===== src/rtl/cdb_arbiter_pkg.sv =====
// Shared types for the common data bus (CDB) arbiter, ROB and reservation stations.
// Provides the bus geometry, requester indices, the CDB packet type and the
// ROB age comparison used to decide what a mispredict squashes.
package cdb_arbiter_pkg;

    localparam int unsigned NUM_REQ   = 3;
    localparam int unsigned DATA_W    = 32;
    localparam int unsigned PREG_W    = 7;
    localparam int unsigned ROB_TAG_W = 4;
    localparam int unsigned SRC_W     = 2;

    // Requester indices on the arbiter
    localparam int unsigned ALU_IDX = 0;
    localparam int unsigned BR_IDX  = 1;
    localparam int unsigned LSU_IDX = 2;

    typedef logic [ROB_TAG_W-1:0] rob_tag_t;

    typedef struct packed {
        logic              valid;
        logic [DATA_W-1:0] data;
        logic [PREG_W-1:0] prd;
        logic              we;
        rob_tag_t          rob_tag;
    } cdb_packet_t;

    // True when tag is strictly younger than flush_tag, ages measured from the ROB head.
    // Modular subtraction makes tag wrap-around transparent.
    function automatic logic rob_is_younger(input rob_tag_t tag,
                                            input rob_tag_t flush_tag,
                                            input rob_tag_t head);
        rob_tag_t tag_age;
        rob_tag_t flush_age;
        tag_age   = tag - head;
        flush_age = flush_tag - head;
        return tag_age > flush_age;
    endfunction

endpackage


===== src/rtl/cdb_arbiter_if.sv =====
// FU result handshake, flush control and CDB broadcast bundle.
//   fu_*        : per-FU result offer (valid/ready handshake) and payload
//   rob_head    : oldest in-flight ROB tag, reference for age comparisons
//   mispredict* : flush request and the mispredicting branch's tag
//   cdb_*       : registered broadcast to PRF, reservation stations and ROB
// master = FU/ROB side, slave = arbiter.
interface cdb_arbiter_if;
    import cdb_arbiter_pkg::*;

    logic [NUM_REQ-1:0]                fu_valid_in;
    logic [NUM_REQ-1:0]                fu_ready_out;
    logic [NUM_REQ-1:0][DATA_W-1:0]    fu_data_in;
    logic [NUM_REQ-1:0][PREG_W-1:0]    fu_prd_in;
    logic [NUM_REQ-1:0]                fu_we_in;
    logic [NUM_REQ-1:0][ROB_TAG_W-1:0] fu_rob_tag_in;
    logic [ROB_TAG_W-1:0]              rob_head;
    logic                              mispredict;
    logic [ROB_TAG_W-1:0]              mispredict_tag;
    logic                              cdb_valid;
    logic [DATA_W-1:0]                 cdb_data;
    logic [PREG_W-1:0]                 cdb_prd;
    logic                              cdb_we;
    logic [ROB_TAG_W-1:0]              cdb_rob_tag;
    logic [SRC_W-1:0]                  cdb_src;

    modport master (
        output fu_valid_in, fu_data_in, fu_prd_in, fu_we_in, fu_rob_tag_in,
        output rob_head, mispredict, mispredict_tag,
        input  fu_ready_out,
        input  cdb_valid, cdb_data, cdb_prd, cdb_we, cdb_rob_tag, cdb_src
    );

    modport slave (
        input  fu_valid_in, fu_data_in, fu_prd_in, fu_we_in, fu_rob_tag_in,
        input  rob_head, mispredict, mispredict_tag,
        output fu_ready_out,
        output cdb_valid, cdb_data, cdb_prd, cdb_we, cdb_rob_tag, cdb_src
    );

endinterface


===== src/rtl/cdb_arbiter_rr_arbiter.sv =====
// Round-robin arbiter: grants the first request at or after the pointer in
// cyclic order; the pointer moves just past the winner and holds when idle.
//   clk, rst_n   : clock, async active-low reset (pointer -> 0)
//   req          : request vector
//   grant_c      : one-hot grant (combinational)
//   grant_idx_c  : index of the granted requester (combinational)
//   grant_any_c  : any request granted (combinational)
module cdb_arbiter_rr_arbiter
    import cdb_arbiter_pkg::*;
(
    input  logic               clk,
    input  logic               rst_n,
    input  logic [NUM_REQ-1:0] req,
    output logic [NUM_REQ-1:0] grant_c,
    output logic [SRC_W-1:0]   grant_idx_c,
    output logic               grant_any_c
);

    logic [SRC_W-1:0] ptr_q;
    logic [SRC_W-1:0] ptr_d;

    // Cyclic priority search starting at the pointer
    always_comb begin : pick
        logic [SRC_W-1:0] idx;
        grant_c     = '0;
        grant_idx_c = '0;
        grant_any_c = 1'b0;
        idx         = ptr_q;
        for (int unsigned off = 0; off < NUM_REQ; off++) begin
            if (!grant_any_c && req[idx]) begin
                grant_any_c  = 1'b1;
                grant_c[idx] = 1'b1;
                grant_idx_c  = idx;
            end
            idx = (idx == SRC_W'(NUM_REQ - 1)) ? '0 : idx + SRC_W'(1);
        end
    end

    // Pointer advance
    always_comb begin
        ptr_d = ptr_q;
        if (grant_any_c) begin
            ptr_d = (grant_idx_c == SRC_W'(NUM_REQ - 1)) ? '0 : grant_idx_c + SRC_W'(1);
        end
    end

    always_ff @(posedge clk or negedge rst_n) begin
        if (!rst_n) begin
            ptr_q <= '0;
        end else begin
            ptr_q <= ptr_d;
        end
    end

endmodule


===== src/rtl/cdb_arbiter.sv =====
// CDB arbiter: each FU result lands in a one-entry holding buffer; a
// round-robin arbiter moves one buffered result per cycle into the registered
// CDB stage. A mispredict squashes younger entries from the buffers, from the
// entry being loaded into the CDB and from same-cycle FU inputs.
//   clk   : clock
//   reset : async active-low reset
//   bus   : FU handshakes, flush control and CDB broadcast (slave side)
module cdb_arbiter
    import cdb_arbiter_pkg::*;
(
    input  logic          clk,
    input  logic          reset,
    cdb_arbiter_if.slave  bus
);

    cdb_packet_t [NUM_REQ-1:0] buf_q;
    cdb_packet_t [NUM_REQ-1:0] buf_d;
    cdb_packet_t               cdb_q;
    cdb_packet_t               cdb_d;
    logic [SRC_W-1:0]          src_q;
    logic [SRC_W-1:0]          src_d;

    logic [NUM_REQ-1:0]        buf_valid_c;
    logic [NUM_REQ-1:0]        buf_kill_c;
    logic [NUM_REQ-1:0]        arb_req_c;
    logic [NUM_REQ-1:0]        grant_c;
    logic [NUM_REQ-1:0]        ready_c;
    logic [SRC_W-1:0]          grant_idx_c;
    logic                      grant_any_c;

    // Killed buffers are withheld from arbitration so a squashed result never
    // reaches the CDB. Only buffer state and flush control feed the grant.
    always_comb begin
        buf_valid_c = '0;
        buf_kill_c  = '0;
        arb_req_c   = '0;
        for (int unsigned i = 0; i < NUM_REQ; i++) begin
            buf_valid_c[i] = buf_q[i].valid;
            buf_kill_c[i]  = bus.mispredict && buf_q[i].valid &&
                             rob_is_younger(buf_q[i].rob_tag, bus.mispredict_tag, bus.rob_head);
            arb_req_c[i]   = buf_q[i].valid && !buf_kill_c[i];
        end
    end

    cdb_arbiter_rr_arbiter u_rr_arbiter (
        .clk         (clk),
        .rst_n       (reset),
        .req         (arb_req_c),
        .grant_c     (grant_c),
        .grant_idx_c (grant_idx_c),
        .grant_any_c (grant_any_c)
    );

    // A draining buffer can refill in the same cycle
    assign ready_c = ~buf_valid_c | grant_c;

    // Holding buffer update: accept wins over drain/kill; younger inputs are
    // handshaken but not stored during a flush.
    always_comb begin
        buf_d = buf_q;
        for (int unsigned i = 0; i < NUM_REQ; i++) begin
            if (bus.fu_valid_in[i] && ready_c[i]) begin
                buf_d[i].valid   = !(bus.mispredict &&
                                     rob_is_younger(bus.fu_rob_tag_in[i], bus.mispredict_tag,
                                                    bus.rob_head));
                buf_d[i].data    = bus.fu_data_in[i];
                buf_d[i].prd     = bus.fu_prd_in[i];
                buf_d[i].we      = bus.fu_we_in[i];
                buf_d[i].rob_tag = bus.fu_rob_tag_in[i];
            end else if (grant_c[i] || buf_kill_c[i]) begin
                buf_d[i].valid = 1'b0;
            end
        end
    end

    // CDB stage load; payload holds when idle, write enable follows valid
    always_comb begin
        cdb_d       = cdb_q;
        src_d       = src_q;
        cdb_d.valid = 1'b0;
        cdb_d.we    = 1'b0;
        if (grant_any_c) begin
            cdb_d       = buf_q[grant_idx_c];
            cdb_d.valid = 1'b1;
            src_d       = grant_idx_c;
        end
    end

    always_ff @(posedge clk or negedge reset) begin
        if (!reset) begin
            buf_q <= '0;
            cdb_q <= '0;
            src_q <= '0;
        end else begin
            buf_q <= buf_d;
            cdb_q <= cdb_d;
            src_q <= src_d;
        end
    end

    assign bus.fu_ready_out = ready_c;
    assign bus.cdb_valid    = cdb_q.valid;
    assign bus.cdb_data     = cdb_q.data;
    assign bus.cdb_prd      = cdb_q.prd;
    assign bus.cdb_we       = cdb_q.we;
    assign bus.cdb_rob_tag  = cdb_q.rob_tag;
    assign bus.cdb_src      = src_q;

endmodule


===== src/flat_wrapper.sv =====
// flat-port wrapper written by rule: the top's interface ports become plain ports
module cdb_arbiter_flat import cdb_arbiter_pkg::*;
  (clk, reset, bus_fu_valid_in, bus_fu_data_in, bus_fu_prd_in, bus_fu_we_in, bus_fu_rob_tag_in, bus_rob_head, bus_mispredict, bus_mispredict_tag, bus_fu_ready_out, bus_cdb_valid, bus_cdb_data, bus_cdb_prd, bus_cdb_we, bus_cdb_rob_tag, bus_cdb_src);
  cdb_arbiter_if bus_i ();
  input  logic clk;
  input  logic reset;
  input wire logic [$bits(bus_i.fu_valid_in)-1:0] bus_fu_valid_in;
  input wire logic [$bits(bus_i.fu_data_in)-1:0] bus_fu_data_in;
  input wire logic [$bits(bus_i.fu_prd_in)-1:0] bus_fu_prd_in;
  input wire logic [$bits(bus_i.fu_we_in)-1:0] bus_fu_we_in;
  input wire logic [$bits(bus_i.fu_rob_tag_in)-1:0] bus_fu_rob_tag_in;
  input wire logic [$bits(bus_i.rob_head)-1:0] bus_rob_head;
  input wire logic [$bits(bus_i.mispredict)-1:0] bus_mispredict;
  input wire logic [$bits(bus_i.mispredict_tag)-1:0] bus_mispredict_tag;
  output wire logic [$bits(bus_i.fu_ready_out)-1:0] bus_fu_ready_out;
  output wire logic [$bits(bus_i.cdb_valid)-1:0] bus_cdb_valid;
  output wire logic [$bits(bus_i.cdb_data)-1:0] bus_cdb_data;
  output wire logic [$bits(bus_i.cdb_prd)-1:0] bus_cdb_prd;
  output wire logic [$bits(bus_i.cdb_we)-1:0] bus_cdb_we;
  output wire logic [$bits(bus_i.cdb_rob_tag)-1:0] bus_cdb_rob_tag;
  output wire logic [$bits(bus_i.cdb_src)-1:0] bus_cdb_src;
  assign bus_i.fu_valid_in = bus_fu_valid_in;
  assign bus_i.fu_data_in = bus_fu_data_in;
  assign bus_i.fu_prd_in = bus_fu_prd_in;
  assign bus_i.fu_we_in = bus_fu_we_in;
  assign bus_i.fu_rob_tag_in = bus_fu_rob_tag_in;
  assign bus_i.rob_head = bus_rob_head;
  assign bus_i.mispredict = bus_mispredict;
  assign bus_i.mispredict_tag = bus_mispredict_tag;
  assign bus_fu_ready_out = bus_i.fu_ready_out;
  assign bus_cdb_valid = bus_i.cdb_valid;
  assign bus_cdb_data = bus_i.cdb_data;
  assign bus_cdb_prd = bus_i.cdb_prd;
  assign bus_cdb_we = bus_i.cdb_we;
  assign bus_cdb_rob_tag = bus_i.cdb_rob_tag;
  assign bus_cdb_src = bus_i.cdb_src;
  cdb_arbiter u_core (.clk(clk), .reset(reset), .bus(bus_i));
endmodule

===== config.mk =====
export PLATFORM = sky130hd
export DESIGN_NAME = cdb_arbiter_flat
export DESIGN_NICKNAME = d
export VERILOG_FILES = /design/src/rtl/cdb_arbiter_pkg.sv /design/src/rtl/cdb_arbiter_if.sv /design/src/rtl/cdb_arbiter_rr_arbiter.sv /design/src/rtl/cdb_arbiter.sv /design/src/flat_wrapper.sv
export SDC_FILE = /design/constraint.sdc
export NUM_CORES = 1
export LEC_CHECK = 0
export ABC_AREA = 1
export CORE_AREA = 2 2 210 150
export CTS_CLUSTER_SIZE = 24
export DETAILED_ROUTE_END_ITERATION = 12
export DIE_AREA = 0 0 212 152
export GPL_TIMING_DRIVEN = 1
export HOLD_SLACK_MARGIN = 0.12
export REMOVE_ABC_BUFFERS = 1
export SYNTH_ARGS = -nofsm -noshare
export SYNTH_HDL_FRONTEND = slang
export SYNTH_SLANG_ARGS = --single-unit
export TNS_END_PERCENT = 5

===== constraint.sdc =====
create_clock -name clk -period 5.15 [get_ports clk]
set_input_delay 0.7725 -clock clk [delete_from_list [all_inputs] [get_ports clk]]
set_output_delay 0.7725 -clock clk [all_outputs]
set_load 0.02 [all_outputs]

==> impl_results.md <==
- Status: complete, no violations
- Final ANT Viol Nets: 0
- Tot GR Track Use: 19.3%
- Startpoint Class: input port
- Starting Density: 31.2%
- Worst r2r dst: u_core.buf_q[9]
- Critical Path Sink: bus_fu_ready_out[0]
- ANT cells: 0
- Reg2Reg Launch Point: u_core.buf_q[90]
- Mean Syn Cell Area: 7.94 um^2
- Flop-to-flop setup slack: 1.28 ns
- Syn Inst Count: 1198
- Distinct cells, synth: 36
- Via count: 8434
- Top Usage Layer GRT: met1
- M1 GR Usage: 29.5%
- CTS Buffer Depth: 2
- PwrDens: 706 nW/um^2
- Worst skew pair latency: 0.44 ns
- Clock-pin slew on the worst setup and hold paths: 0.07 ns
- FF+latch count, synth: 184
- Buffers on Ports: 195
- GPL Wtd Cong: 0.843
- Htree depth: 4
- Initial antenna violation count: 0
- Chip Height: 152 um
- DIE WIDTH: 212 um
- Std-Cell Rows: 54
- Post-layout min period: 4.82 ns
- Final worst path period share: 93.5%
- Peak fanout along the critical path: 13
- Root Buffer Master: clkbuf_16
- Share of layout cells above drive strength 1: 6.68%
- Die footprint: 32200 um^2
- Worst hold-check path type: in -> async
- Final Hold Viols: 0
- Fillers: 3079
- Cts bufs inserted: 17
- Number of global-route vias before repair: 8345
- Remaining Overflow, GRT: 0
- Fin nets: 1566
- Vias per Instance: 4.65
- Slew margin rel.: 56.6%
- Max-slew violation count: 0
- IO Count: 196
- Crit path from: bus_rob_head[1]
- Worst Tran Pin Value: 0.652 ns
- Yosys warning total: 0
- Crit path DAT: 4.04 ns
- Clock skew: 0.00997 ns
- Largest net degree at the start of global routing: 109
- Routed wire per std cell: 16.9 um
- First-pass GRT wire length: 47900 um
- Leakage power total: 6.25 nW
- Mapped cell area: 9510 um^2
- Peak supply drop: 0.330 mV
- # setup viols final: 0
- PnR Total Power: 8.89 mW
- Total of max-cap violations: 0
- Dpl hpwl: 20300 um
- Worst R2R Path Depth: 20
- Area grow syn2layout: 32.3%
- Clk sinks: 184
- FMAX: 208 MHz
- Post-layout util: 41.3%
- Drt total wl: 30700 um
- CTS tree: done
- RSZ-0062 raised after global routing: false
- Met2 Track Usage GR: 28.3%
- Sequential element share of the synthesized area: 48.4%
- CP endpoint kind: primary output
- Met3 usage: 4.03%
- Setup CP Type: in -> out
- Core ar.: 30500 um^2
- Pre-antenna DRT Iters: 5
- Drt drc: 0
- Req. time, crit path: 4.38 ns
- 1st-iter DRT viols: 530
registers in the layout (all words and copies together) (netlist names):
register	cells
u_core.bus.cdb_rob_tag	4
u_core.u_rr_arbiter.ptr_q	2
u_core.buf_q	135
u_core.bus.cdb_src	2
u_core.bus.cdb_valid	1
u_core.bus.cdb_we	1
u_core.bus.cdb_data	32
u_core.bus.cdb_prd	7
cell usage after synthesis, drive strengths merged:
cell type	instances	area, um^2
a21boi	3	22.5
and3b	1	8.76
xnor2	10	87.6
a311oi	1	8.76
nor2	54	215
a221oi	1	8.76
o21bai	2	15.0
o21a	1	7.51
o2111ai	1	15.0
ha	33	413
dfrtp	184	4600
inv	51	191
a21oi	72	372
nand2	570	2190
fa	7	140
o21ai	15	75.1
xor2	11	96.3
nand3b	1	7.51
nor3	4	20.0
nand3	70	383
clkbuf	24	90.1
buf	37	245
nand4	45	288
worst min-delay path by stage:
stage | from | to | slack, ns | cells after the start
5_1_grt | reset | u_core.buf_q[128] | 0.38 | 1
6_report | reset | u_core.bus.cdb_we | 0.33 | 1
2_1_floorplan | u_core.buf_q[13] | u_core.buf_q[13] | 0.44 | 2
4_1_cts | reset | u_core.buf_q[128] | 0.36 | 1
3_5_place_dp | u_core.buf_q[32] | u_core.buf_q[32] | 0.46 | 2
3_3_place_gp | u_core.buf_q[23] | u_core.buf_q[23] | 0.45 | 2
layout make-up:
type	count	area (um^2)	share of cell area, %
clock inverters	14	196	1.56
clock buffers	18	429	3.41
inverters	51	191	1.52
repair buffers	224	2240	17.8
well taps	420	526	4.18
flip-flops and latches	184	4600	36.6
multi-input cells	902	4400	34.9
stage by stage:
step                TNS, ns  setup WS [ns]  instance area, um^2  hold WS [ns]  instances
floorplan                 0          0.112                 9170         0.442       1137
global route              0         0.0572                12600         0.376       1813
CTS                       0       0.000180                12600         0.356       1813
global placement          0          0.119                11900         0.454       1781
finish                    0          0.334                12600         0.332       1813
detailed placement  -0.0283        -0.0283                11900         0.458       1781
layout by cell type (no fill, tap or decap), types with 24 or more instances in the layout:
master and count:
a21oi_1 71, buf_4 24, clkdlybuf4s50_1 190, dfrtp_1 184, ha_1 33, inv_1 46, nand2_1 556, nand3_1 65
nand4_1 44, nor2_1 51
what timing repair did:
action                                  in CTS  in global routing
endpoints found under the setup margin       1                  3
gates resized for setup                      1                  3
hold buffers                                 0                  0
setup buffers                                0                  0
hold endpoints to repair                     0                  0
power breakdown:
group	total, mW	leakage (nW)	internal [mW]	switching (mW)
logic	4.84	3.68	1.74	3.10
registers	2.63	2.27	2.20	0.437
clock network	1.42	0.297	0.817	0.599
kinds of logic after synthesis:
group | synth area share [%]
adders and majority gates | 5.82
xor gates and xnor gates | 1.93
buffers and inverters | 5.54
and+or+nand+nor | 32.8
DFF | 48.4
AOI/OAI and AO/OA | 5.51
critical path, cell delays in order:
cell and delay (ns):
clkdlybuf4s50_1 0.45, inv_1 0.05, buf_4 0.20, ha_1 0.31
a21oi_1 0.15, nor2_1 0.05, nor2_1 0.10, xor2_1 0.09
ha_1 0.30, inv_1 0.04, o21bai_1 0.14, inv_1 0.06
o21ai_1 0.07, nand2_1 0.11, nand2_2 0.13, nand2_1 0.12
nand3_4 0.15, nand2_1 0.06, nor3_1 0.23, nor2_2 0.11
nand2_4 0.11, dlymetal6s2s_1 0.24
metal layers:
| layer | share of wire [%] | vias up |
|---|---|---|
| li1 | - | 4187 |
| met1 | 52 | 3995 |
| met2 | 42 | 241 |
| met3 | 5.7 | 11 |
| met4 | 0.39 | 0 |
| met5 | 0 | - |
Power figures use the tool's default switching activity.
